===== config.mk =====
export PLATFORM = sky130hd
export DESIGN_NAME = miner_dispatch_flat
export DESIGN_NICKNAME = d
export VERILOG_FILES = /design/src/rtl/miner_dispatch_if.sv /design/src/rtl/miner_dispatch.sv /design/src/flat_wrapper.sv
export SDC_FILE = /design/constraint.sdc
export NUM_CORES = 2
export LEC_CHECK = 0
export BUFFER_PORTS_ARGS = -buffer_cell sky130_fd_sc_hd__buf_4
export CORE_AREA = 2 2 709 711
export DETAILED_ROUTE_END_ITERATION = 16
export DIE_AREA = 0 0 711 713
export PLACE_DENSITY_LB_ADDON = 0.25
export SLEW_MARGIN = 10
export SYNTH_ARGS = -nofsm -noshare
export SYNTH_HDL_FRONTEND = slang
export SYNTH_SLANG_ARGS = --single-unit

===== constraint.sdc =====
create_clock -name clk -period 40 [get_ports clk]
set_input_delay 4 -clock clk [delete_from_list [all_inputs] [get_ports clk]]
set_output_delay 4 -clock clk [all_outputs]
set_load 0.02 [all_outputs]

===== src/rtl/miner_dispatch_if.sv =====
// Bus bundle for miner_dispatch: Avalon-MM CSR slave signals plus the shared
// header and the per-core start/nonce/done/hash lanes.
interface miner_dispatch_if #(
    parameter int NUM_CORES = 4,
    parameter int NONCE_W   = 32,
    parameter int HASH_W    = 256,
    parameter int ADDR_W    = 6
) ();
    // CSR access: a read or write happens on any cycle with avs_chipselect and
    // the strobe high; there is no wait-request and avs_readdata lands one cycle later.
    logic [ADDR_W-1:0]           avs_address;
    logic [31:0]                 avs_writedata;
    logic                        avs_write;
    logic                        avs_read;
    logic                        avs_chipselect;
    logic [31:0]                 avs_readdata;
    logic [607:0]                hdr_out;
    logic [NUM_CORES-1:0]        core_start;
    logic [NUM_CORES*NONCE_W-1:0] core_nonce;
    logic [NUM_CORES-1:0]        core_done;
    logic [NUM_CORES*HASH_W-1:0] core_hash;
    logic                        irq;

    modport slave (
        input  avs_address, avs_writedata, avs_write, avs_read, avs_chipselect,
        input  core_done, core_hash,
        output avs_readdata, hdr_out, core_start, core_nonce, irq
    );

    modport master (
        output avs_address, avs_writedata, avs_write, avs_read, avs_chipselect,
        output core_done, core_hash,
        input  avs_readdata, hdr_out, core_start, core_nonce, irq
    );
endinterface


===== src/rtl/miner_dispatch.sv =====
// Multi-core nonce dispatcher with Avalon-MM CSRs; compares core hashes to TARGET.
// Optional MINER_HASHCOUNT_EN adds a saturating count of accepted results at addr 32.
module miner_dispatch #(
    parameter int NUM_CORES = 4,
    parameter int NONCE_W   = 32,
    parameter int HASH_W    = 256,
    parameter int ADDR_W    = 6
) (
    input  logic            clk,
    input  logic            rst,
    miner_dispatch_if.slave bus,
    output logic [1:0]      o_dbg_state
);
    localparam int IDX_W = (NUM_CORES > 1) ? $clog2(NUM_CORES) : 1;

    typedef enum logic [1:0] {S_IDLE, S_RUN, S_DRAIN, S_DONE} state_t;

    state_t                 r_state;
    logic [31:0]            r_target [8];
    logic [31:0]            r_header [19];
    logic [NONCE_W-1:0]     r_nonce_start;
    logic [NONCE_W-1:0]     r_nonce_end;
    logic [NONCE_W-1:0]     r_found_nonce;
    logic [NONCE_W:0]       r_next_nonce;
    logic [NONCE_W-1:0]     r_core_nonce [NUM_CORES];
    logic [NUM_CORES-1:0]   r_core_busy;
    logic [NUM_CORES-1:0]   r_core_start;
    logic                   r_busy, r_done, r_found, r_exhausted, r_aborted, r_wr_err;
    logic                   r_abort_req;
    logic [31:0]            r_readdata;

    logic [31:0]            w_addr;
    logic                   w_wr, w_rd, w_ctrl_wr, w_start, w_abort, w_clear, w_launch;
    logic [2:0]             w_toff;
    logic [4:0]             w_hoff;
    logic [HASH_W-1:0]      w_target;
    logic [NUM_CORES-1:0]   w_accept;
    logic [NUM_CORES-1:0]   w_hit;
    logic                   w_hit_any;
    logic [NONCE_W-1:0]     w_hit_nonce;
    logic                   w_idle_any;
    logic [IDX_W-1:0]       w_idle_idx;
    logic                   w_range_left;
    logic                   w_any_busy;
    logic [31:0]            w_rdata;
    logic [31:0]            w_hash_count;

    assign w_addr    = 32'(bus.avs_address);
    assign w_wr      = bus.avs_chipselect & bus.avs_write;
    assign w_rd      = bus.avs_chipselect & bus.avs_read;
    assign w_ctrl_wr = w_wr && (w_addr == 32'd0);
    // Abort in the same CTRL write suppresses start.
    assign w_start   = w_ctrl_wr & bus.avs_writedata[0] & ~bus.avs_writedata[1];
    assign w_abort   = w_ctrl_wr & bus.avs_writedata[1];
    assign w_clear   = w_ctrl_wr & bus.avs_writedata[2];
    assign w_launch  = w_start && (r_state == S_IDLE || r_state == S_DONE);
    assign w_toff    = 3'(w_addr - 32'd5);
    assign w_hoff    = 5'(w_addr - 32'd13);

    assign w_range_left = (r_next_nonce <= {1'b0, r_nonce_end});
    assign w_any_busy   = |r_core_busy;
    assign w_accept     = bus.core_done & r_core_busy;

    always_comb begin
        w_target = '0;
        for (int i = 0; i < 8; i++) w_target[HASH_W-32*(i+1) +: 32] = r_target[i];
    end

    // Scan from the top so the lowest index wins for both hits and idle cores.
    always_comb begin
        w_hit       = '0;
        w_hit_any   = 1'b0;
        w_hit_nonce = '0;
        w_idle_any  = 1'b0;
        w_idle_idx  = '0;
        for (int c = NUM_CORES - 1; c >= 0; c--) begin
            w_hit[c] = w_accept[c] && (bus.core_hash[c*HASH_W +: HASH_W] < w_target);
            if (w_hit[c]) begin
                w_hit_any   = 1'b1;
                w_hit_nonce = r_core_nonce[c];
            end
            if (!r_core_busy[c]) begin
                w_idle_any = 1'b1;
                w_idle_idx = IDX_W'(c);
            end
        end
    end

    always_comb begin
        w_rdata = '0;
        if (w_addr == 32'd1)
            w_rdata = {26'd0, r_wr_err, r_aborted, r_exhausted, r_found, r_done, r_busy};
        else if (w_addr == 32'd2)
            w_rdata = 32'(r_found_nonce);
        else if (w_addr == 32'd3)
            w_rdata = 32'(r_nonce_start);
        else if (w_addr == 32'd4)
            w_rdata = 32'(r_nonce_end);
        else if (w_addr >= 32'd5 && w_addr <= 32'd12)
            w_rdata = r_target[w_toff];
        else if (w_addr >= 32'd13 && w_addr <= 32'd31)
            w_rdata = r_header[w_hoff];
        else if (w_addr == 32'd32)
            w_rdata = w_hash_count;
    end

    always_ff @(posedge clk or posedge rst) begin
        if (rst) begin
            r_state       <= S_IDLE;
            r_nonce_start <= '0;
            r_nonce_end   <= '0;
            r_found_nonce <= '0;
            r_next_nonce  <= '0;
            r_core_busy   <= '0;
            r_core_start  <= '0;
            r_busy        <= 1'b0;
            r_done        <= 1'b0;
            r_found       <= 1'b0;
            r_exhausted   <= 1'b0;
            r_aborted     <= 1'b0;
            r_wr_err      <= 1'b0;
            r_abort_req   <= 1'b0;
            r_readdata    <= '0;
            for (int i = 0; i < 8; i++) r_target[i] <= '0;
            for (int i = 0; i < 19; i++) r_header[i] <= '0;
            for (int c = 0; c < NUM_CORES; c++) r_core_nonce[c] <= '0;
        end else begin
            r_core_start <= '0;
            r_core_busy  <= r_core_busy & ~w_accept;

            if (w_rd) r_readdata <= w_rdata;

            if (w_wr && w_addr >= 32'd3 && w_addr <= 32'd31) begin
                if (r_busy)                 r_wr_err <= 1'b1;
                else if (w_addr == 32'd3)   r_nonce_start <= NONCE_W'(bus.avs_writedata);
                else if (w_addr == 32'd4)   r_nonce_end <= NONCE_W'(bus.avs_writedata);
                else if (w_addr <= 32'd12)  r_target[w_toff] <= bus.avs_writedata;
                else                        r_header[w_hoff] <= bus.avs_writedata;
            end

            case (r_state)
                S_IDLE, S_DONE: begin
                    if (w_start) begin
                        r_state       <= S_RUN;
                        r_busy        <= 1'b1;
                        r_next_nonce  <= {1'b0, r_nonce_start};
                        r_done        <= 1'b0;
                        r_found       <= 1'b0;
                        r_exhausted   <= 1'b0;
                        r_aborted     <= 1'b0;
                        r_found_nonce <= '0;
                        r_abort_req   <= 1'b0;
                    end else if (w_clear) begin
                        r_state     <= S_IDLE;
                        r_done      <= 1'b0;
                        r_found     <= 1'b0;
                        r_exhausted <= 1'b0;
                        r_aborted   <= 1'b0;
                        r_wr_err    <= 1'b0;
                    end
                end
                S_RUN: begin
                    if (w_abort) begin
                        r_state     <= S_DRAIN;
                        r_abort_req <= 1'b1;
                    end else if (w_hit_any) begin
                        r_found_nonce <= w_hit_nonce;
                        r_found       <= 1'b1;
                        r_state       <= S_DRAIN;
                    end else if (w_range_left) begin
                        if (w_idle_any) begin
                            r_core_start[w_idle_idx] <= 1'b1;
                            r_core_busy[w_idle_idx]  <= 1'b1;
                            r_core_nonce[w_idle_idx] <= r_next_nonce[NONCE_W-1:0];
                            r_next_nonce             <= r_next_nonce + 1'b1;
                        end
                    end else if (!w_any_busy) begin
                        // Busy bits are registered, so the final result was already compared.
                        r_state     <= S_DONE;
                        r_busy      <= 1'b0;
                        r_done      <= 1'b1;
                        r_exhausted <= 1'b1;
                    end
                end
                S_DRAIN: begin
                    if (!w_any_busy) begin
                        r_busy <= 1'b0;
                        if (r_abort_req) begin
                            r_state   <= S_IDLE;
                            r_aborted <= 1'b1;
                        end else begin
                            r_state <= S_DONE;
                            r_done  <= 1'b1;
                        end
                    end
                end
                default: r_state <= S_IDLE;
            endcase
        end
    end

`ifdef MINER_HASHCOUNT_EN
    logic [31:0] r_hash_count;
    logic [32:0] w_count_sum;

    assign w_count_sum = {1'b0, r_hash_count} + 33'($countones(w_accept));

    always_ff @(posedge clk or posedge rst) begin
        if (rst)                  r_hash_count <= '0;
        else if (w_launch)        r_hash_count <= '0;
        else if (w_count_sum[32]) r_hash_count <= '1;
        else                      r_hash_count <= w_count_sum[31:0];
    end

    assign w_hash_count = r_hash_count;
`else
    assign w_hash_count = '0;
`endif

    for (genvar g = 0; g < 19; g++) begin : g_hdr
        assign bus.hdr_out[608-32*(g+1) +: 32] = r_header[g];
    end

    for (genvar g = 0; g < NUM_CORES; g++) begin : g_nonce
        assign bus.core_nonce[g*NONCE_W +: NONCE_W] = r_core_nonce[g];
    end

    assign bus.core_start   = r_core_start;
    assign bus.avs_readdata = r_readdata;
    assign bus.irq          = r_done;
    assign o_dbg_state      = r_state;
endmodule


===== src/flat_wrapper.sv =====
// flat-port wrapper written by rule: the top's interface ports become plain ports
module miner_dispatch_flat 
#(
    parameter int NUM_CORES = 4,
    parameter int NONCE_W   = 32,
    parameter int HASH_W    = 256,
    parameter int ADDR_W    = 6
)
  (clk, rst, o_dbg_state, bus_avs_address, bus_avs_writedata, bus_avs_write, bus_avs_read, bus_avs_chipselect, bus_core_done, bus_core_hash, bus_avs_readdata, bus_hdr_out, bus_core_start, bus_core_nonce, bus_irq);
  miner_dispatch_if #(.NUM_CORES(NUM_CORES), .NONCE_W(NONCE_W), .HASH_W(HASH_W), .ADDR_W(ADDR_W)) bus_i ();
  input  logic clk;
  input  logic rst;
  output logic [1:0] o_dbg_state;
  input wire logic [$bits(bus_i.avs_address)-1:0] bus_avs_address;
  input wire logic [$bits(bus_i.avs_writedata)-1:0] bus_avs_writedata;
  input wire logic [$bits(bus_i.avs_write)-1:0] bus_avs_write;
  input wire logic [$bits(bus_i.avs_read)-1:0] bus_avs_read;
  input wire logic [$bits(bus_i.avs_chipselect)-1:0] bus_avs_chipselect;
  input wire logic [$bits(bus_i.core_done)-1:0] bus_core_done;
  input wire logic [$bits(bus_i.core_hash)-1:0] bus_core_hash;
  output wire logic [$bits(bus_i.avs_readdata)-1:0] bus_avs_readdata;
  output wire logic [$bits(bus_i.hdr_out)-1:0] bus_hdr_out;
  output wire logic [$bits(bus_i.core_start)-1:0] bus_core_start;
  output wire logic [$bits(bus_i.core_nonce)-1:0] bus_core_nonce;
  output wire logic [$bits(bus_i.irq)-1:0] bus_irq;
  assign bus_i.avs_address = bus_avs_address;
  assign bus_i.avs_writedata = bus_avs_writedata;
  assign bus_i.avs_write = bus_avs_write;
  assign bus_i.avs_read = bus_avs_read;
  assign bus_i.avs_chipselect = bus_avs_chipselect;
  assign bus_i.core_done = bus_core_done;
  assign bus_i.core_hash = bus_core_hash;
  assign bus_avs_readdata = bus_i.avs_readdata;
  assign bus_hdr_out = bus_i.hdr_out;
  assign bus_core_start = bus_i.core_start;
  assign bus_core_nonce = bus_i.core_nonce;
  assign bus_irq = bus_i.irq;
  miner_dispatch #(.NUM_CORES(NUM_CORES), .NONCE_W(NONCE_W), .HASH_W(HASH_W), .ADDR_W(ADDR_W)) u_core (.clk(clk), .rst(rst), .bus(bus_i), .o_dbg_state(o_dbg_state));
endmodule

# After elaboration in Yosys (flattened, before gate mapping)
# Cells that the tools add are included.
[word_totals]
regBits = 1170
input_bits = 1071
output_inout_bits = 775
[classes]
add_sub_neg = 3
n_lt_le_gt_ge = 18
n_eq_ne = 22
muxes = 98
n_bitwise = 20
reduce_logical = 33
[ops]
columns = ["operator", "n"]
rows = [
  ["$lt 256x256->1", 4],
  ["$mux 32", 20],
  ["$bwmux 608", 1],
  ["$bwmux 256", 1],
  ["$mux 33", 5],
  ["$bmux 32 s5", 1],
  ["$demux 32 s5", 1],
  ["$bwmux 128", 1],
  ["$bmux 32 s3", 1],
  ["$demux 32 s3", 1],
  ["$pmux 33 s2", 1],
  ["$demux 32 s2", 1],
  ["$pmux 32 s2", 1],
  ["$mux 4", 10],
  ["$add 33x1->33 const B", 1],
  ["$le 33x32->1", 1],
  ["$mux 1", 33],
  ["$logic_not 32->1", 1],
  ["$mux 2", 12],
  ["$reduce_and 4->1", 6],
  ["$reduce_and 5->1", 3],
  ["$logic_and 1x1->1", 13],
  ["$eq 6x2->1 const B", 2],
  ["$ne 2x1->1 const B", 6],
  ["other kinds (41)", 67],
]

# Longest topological paths before layout
[logic_depth]
word_depth = 14
ltp_mapped = 20
ltp_nobuf = 13

# Worst setup path after synthesis
# OpenSTA, ideal clock, no wires.
[synth_path]
kind = "input to register"
start = "in bus_avs_address[0]"
end = "reg u_core.r_header (netlist bit u_core.bus.hdr_out[545])"
setup_ns = 0.125
t_arrival_ns = 7.841
t_required_ns = 39.875
slack_ns = 32.034
path_stages = 15
path_cell_list = "clkbuf_1 -> clkinv_1 -> clkbuf_1 -> buf_1 -> ha_1 -> clkbuf_1 -> xor2_1 -> buf_2 -> buf_2 -> buf_2 -> buf_4 -> nand2_1 -> nor2_1 -> buf_2 -> mux2_2"
[synth_between]
elab_chain_len = 7
[synth_lines]
columns = ["item", "line", "rtl"]
rows = [
  ["start: declaration", "flat_wrapper.sv:14", "input wire logic [$bits(bus_i.avs_address)-1:0] bus_avs_address;"],
  ["$sub 5x4->5", "miner_dispatch.sv:58", "assign w_hoff = 5'(w_addr - 32'd13);"],
  ["$not 5->6 (implied by the code)", "miner_dispatch.sv:138", "else r_header[w_hoff] <= bus.avs_writedata;"],
  ["$ge 6x6->1 (implied by the code) or $lt 6x1->1 (tied branches)", "miner_dispatch.sv:138", ""],
  ["$logic_and 1x1->1 (implied by the code)", "miner_dispatch.sv:138", ""],
  ["$mux 32 (implied by the code)", "miner_dispatch.sv:138", ""],
  ["$demux 32 s5", "miner_dispatch.sv:138", ""],
  ["$bwmux 608", "miner_dispatch.sv:138", ""],
  ["end signal: indexed assignment", "miner_dispatch.sv:138", ""],
  ["end: declaration", "miner_dispatch.sv:20", "logic [31:0] r_header [19];"],
]
# Parallel ways exist; a longest one is shown, timed or not.
# A chain may end at the register's enable or synchronous reset.

# Final worst setup path
[layout_path]
start = "in bus_core_hash[230]"
end = "reg u_core.r_next_nonce[19]"
[layout_between]
elab_chain_len = 5
[layout_lines]
columns = ["item", "line", "rtl"]
rows = [
  ["start: declaration", "flat_wrapper.sv:20", "input wire logic [$bits(bus_i.core_hash)-1:0] bus_core_hash;"],
  ["$lt 256x256->1", "miner_dispatch.sv:77", "w_hit[c] = w_accept[c] && (bus.core_hash[c*HASH_W +: HASH_W] < w_target);"],
  ["$logic_and 1x1->1", "miner_dispatch.sv:77", ""],
  ["$mux 1", "miner_dispatch.sv:78", "if (w_hit[c]) begin"],
  ["$ne 2x2->1 (no line)", "n/a", ""],
  ["$reduce_and 6->1 (no line)", "n/a", ""],
  ["end signal: assignment", "miner_dispatch.sv:146", "r_next_nonce <= {1'b0, r_nonce_start};"],
  ["end signal: assignment", "miner_dispatch.sv:175", "r_next_nonce <= r_next_nonce + 1'b1;"],
  ["end: declaration", "miner_dispatch.sv:24", "logic [NONCE_W:0] r_next_nonce;"],
]
# No other way between the ends.

==> results.yml <==
outcome:
  status: "finished, final reports clean"
placement:
  hpwl_microns: 547000
  io_buffers: 1845
  gp_congestion: 0.913
sta:
  max-slew-margin-rel_pct: 17.5
  min_period_over_period_pct: 26.3
  finalSetupViolations: 0
  whs_ns: 0.481
  worst-slew-pin-transition_ns: 1.24
  grt_setup_unrepaired: "false"
  fin_skew_ns: 0.123
  final.setup.tns_ns: 0
  hold_viol: 0
  finalMaxSlewViolations: 0
  max_freq_mhz: 95.1
  min_period_ns: 10.52
finish:
  area_growth_pct: 36.5
  drive_above_1_share_pct: 36.4
  regArea_sq_um: 29300
  n_fill_cell: 55100
  multiInputGateArea_sq_um: 45400
  finalNetCount: 11400
floorplanning:
  die_x_microns: 711
  num_rows: 260
  dieArea_sq_um: 507000
  core_sq_um: 500000
  initial_core_util_pct: 15.5
  die_h_microns: 713
  io-pin-count: 1846
synthesis:
  synth-edff-count: 0
  ys.flop_type: "dfrtp_1"
  yosys_warnings: 0
  async_reset_ff_share_pct: 100
  synthesis.nets: 9601
  syn_avg_cell_area_sq_um: 10.3
  synthCells: 7469
  ys_seq_area_share_pct: 37.9
  ys_seq_elements: 1170
  yosysUniqueCellTypes: 94
  syn_area_sq_um: 77300
detailed_routing:
  first_iter_violations: 6248
  wl_microns: 660000
  remaining_drc_errors: 0
  wl_per_cell_microns: 40.9
  drtAntennaViolNets: 0
  vias_per_cell: 4.60
  drt-pass1-iter-count: 5
  num_vias: 74200
critical_path:
  crit_top_cell: "nand4_1"
  required_ns: 40.70
  arrival_ns: 11.22
  startpoint_type: "input pin"
  slowest_delay_ns: 0.95
  r2r_cells: 14
  critPathSlowestCell: "nor4_2"
  path_cells: "buf_4 -> ha_1 -> nand4_1 -> nor4_2 -> nand4_1 -> nor4b_4 -> buf_8 -> nor3b_1 -> a21boi_1 -> a211oi_4 -> a21boi_4 -> nand3_1 -> nor3_2 -> a41oi_1"
  crit_fanout: 16
  critPathCaptureType: "flop"
  crit_type: "input pin to flop"
clock_network:
  postCtsSetupRepairBufs: 0
  cts_tree: "done"
  clk_pin_slew_ns: 0.06
  clkSinkCount: 1170
  clockRootBuffer: "clkbuf_16"
  clock_latency_ns: 0.88
  postCtsResizedCells: 0
  htree_levels: 4
  cts_buffer_depth: 4
  hold_buffers: 0
  numCtsBuffers: 160
power_and_ir_drop:
  power.leakage_uw: 0.0481
  powerDensity_nw_per_um2: 44.7
  ir_worst_vdd_mv: 0.0436
grt:
  antenna_found_initial: 230
  grt_pass1_vias: 72900
  grt_first_pass_wirelength_microns: 829000
  grt_max_degree: 140
  grtUsageTotal_pct: 25.1
  grt-ovfl-total: 0
run:
  max_cap_viol_count: 0
min_path:
  min_path_cells: 2
  hold_class: "flop to flop"
routing by layer:
| layer | track usage, % | vias up | wire, microns |
|---|---|---|---|
| li1 | - | 31800 | - |
| met1 | 28.3 | 38100 | 248000 |
| met2 | 45.3 | 3391 | 334000 |
| met3 | 5.36 | 813 | 43400 |
| met4 | 11.0 | 24 | 34900 |
| met5 | 0 | - | 167 |
state kept, by name (all words and copies together), names as in the netlist, 2 cells and up:
register	flops
u_core.r_next_nonce	33
u_core.r_target	256
u_core.r_nonce_end	32
u_core.bus.hdr_out	608
u_core.r_core_busy	4
u_core.r_found_nonce	32
u_core.bus.core_nonce	128
u_core.r_nonce_start	32
u_core.o_dbg_state	2
u_core.bus.avs_readdata	32
u_core.bus.core_start	4
layout by cell type, fill, tap and decap left out, types with 15 or more instances in the layout:
cell type / Yosys / final
or3_1: 16 / 16
o22ai_1: 185 / 185
o21ai_0: 306 / 300
nand4_1: 195 / 195
nor4_2: 5 / 18
o221ai_1: 49 / 48
a31oi_1: 54 / 51
clkbuf_1: 296 / 36
o21a_1: 29 / 29
mux2i_1: 84 / 84
mux2_1: 59 / 59
o211ai_1: 54 / 54
nand3_1: 142 / 139
dfrtp_1: 1170 / 1170
and3_1: 22 / 22
inv_1: 421 / 420
a2111oi_0: 17 / 15
nor3_1: 117 / 107
o221a_2: 17 / 17
clkbuf_16: 0 / 161
a21oi_1: 492 / 488
buf_4: 7 / 2023
nor2b_1: 21 / 20
a221oi_1: 32 / 31
a211oi_1: 95 / 91
diode_2: 0 / 76
and4_1: 30 / 30
nor4_1: 58 / 42
mux2_2: 980 / 980
o32ai_1: 36 / 36
a21o_1: 103 / 102
clkbuf_8: 0 / 32
ha_1: 1061 / 1060
a311oi_1: 41 / 41
nand2b_1: 21 / 21
a22oi_1: 38 / 38
clkinv_2: 0 / 22
nand2_1: 465 / 447
o31ai_1: 32 / 27
nor2_1: 387 / 367
critical path: cells and delay by family:
kind	cells	cell delay (ns)
AND/OR/NAND/NOR	7	4.54
AO/OA/AOI/OAI	4	1.95
adder cells (fa/ha/maj)	1	0.29
buffers and inverters	2	0.34
final cells by class:
| cell class | instances | share of cell area [%] |
|---|---|---|
| multi-input combinational | 5473 | 43.1 |
| sequential | 1170 | 27.8 |
| timing repair buffer | 2032 | 14.5 |
| tap | 6681 | 7.93 |
| clock buffer | 229 | 4.37 |
| inverter | 422 | 1.51 |
| clock inverter | 48 | 0.583 |
| antenna | 76 | 0.180 |
cells in the mapped netlist, types with 84 or more instances:
| cell type | n | share of area (%) |
|---|---|---|
| dfrtp_1 | 1170 | 38 |
| ha_1 | 1061 | 17 |
| mux2_2 | 980 | 14 |
| a21oi_1 | 492 | 3.2 |
| nand2_1 | 465 | 2.3 |
| inv_1 | 421 | 2.0 |
| nor2_1 | 387 | 1.9 |
| o21ai_0 | 306 | 2.0 |
| clkbuf_1 | 296 | 1.4 |
| nand4_1 | 195 | 1.6 |
| o22ai_1 | 185 | 1.5 |
| nand3_1 | 142 | 0.92 |
| nor3_1 | 117 | 0.76 |
| a21o_1 | 103 | 1.0 |
| a211oi_1 | 95 | 0.92 |
| mux2i_1 | 84 | 1.1 |
per-stage QoR:
| step | power (uW) | utilization [%] | cells | cell area (sq um) | setup slack [ns] |
|---|---|---|---|---|---|
| after CTS | 4750 | 21.1 | 16100 | 105000 | 29.28 |
| after detailed placement | 3250 | 20.0 | 15800 | 100000 | 28.36 |
| after global routing | 4910 | 21.1 | 16100 | 105000 | 29.19 |
| after global placement | 3250 | 20.0 | 15800 | 99900 | 27.43 |
| after floorplan | 2290 | - | 7469 | 77300 | 3.04 |
| final | 4710 | 21.1 | 16100 | 105000 | 29.48 |
cell families (layout without fill, tap and decap cells):
| logic type | count (synthesis) | count (layout) | synth area share, % |
|---|---|---|---|
| xor+xnor | 7 | 7 | 0.0794 |
| compound gates | 1730 | 1730 | 14.5 |
| fa+ha+maj | 1061 | 1061 | 17.2 |
| flops | 1170 | 1170 | 37.9 |
| buf+inv | 826 | 2731 | 4.18 |
| mux | 1130 | 1130 | 16.4 |
| simple gates | 1545 | 1545 | 9.70 |
| other cells | 0 | 76 | 0 |
final timing paths:
kind,slack [ns],start,end
max reg2reg,31.63,u_core.r_target[229],u_core.r_next_nonce[19]
max in group asynchronous,33.44,rst,u_core.bus.hdr_out[1]
min reg2reg,0.48,u_core.bus.avs_readdata[8],u_core.bus.avs_readdata[8]
min in group asynchronous,3.35,rst,u_core.bus.hdr_out[265]
max,29.48,bus_core_hash[230],u_core.r_next_nonce[19]
min,0.48,u_core.bus.avs_readdata[8],u_core.bus.avs_readdata[8]
report_power, final:
part / internal (uW) / total (uW) / switching, uW
Sequential: 1330 / 1580 / 250
Clock: 876 / 1480 / 608
Combinational: 583 / 1650 / 1060
Power figures use the tool's default switching activity.
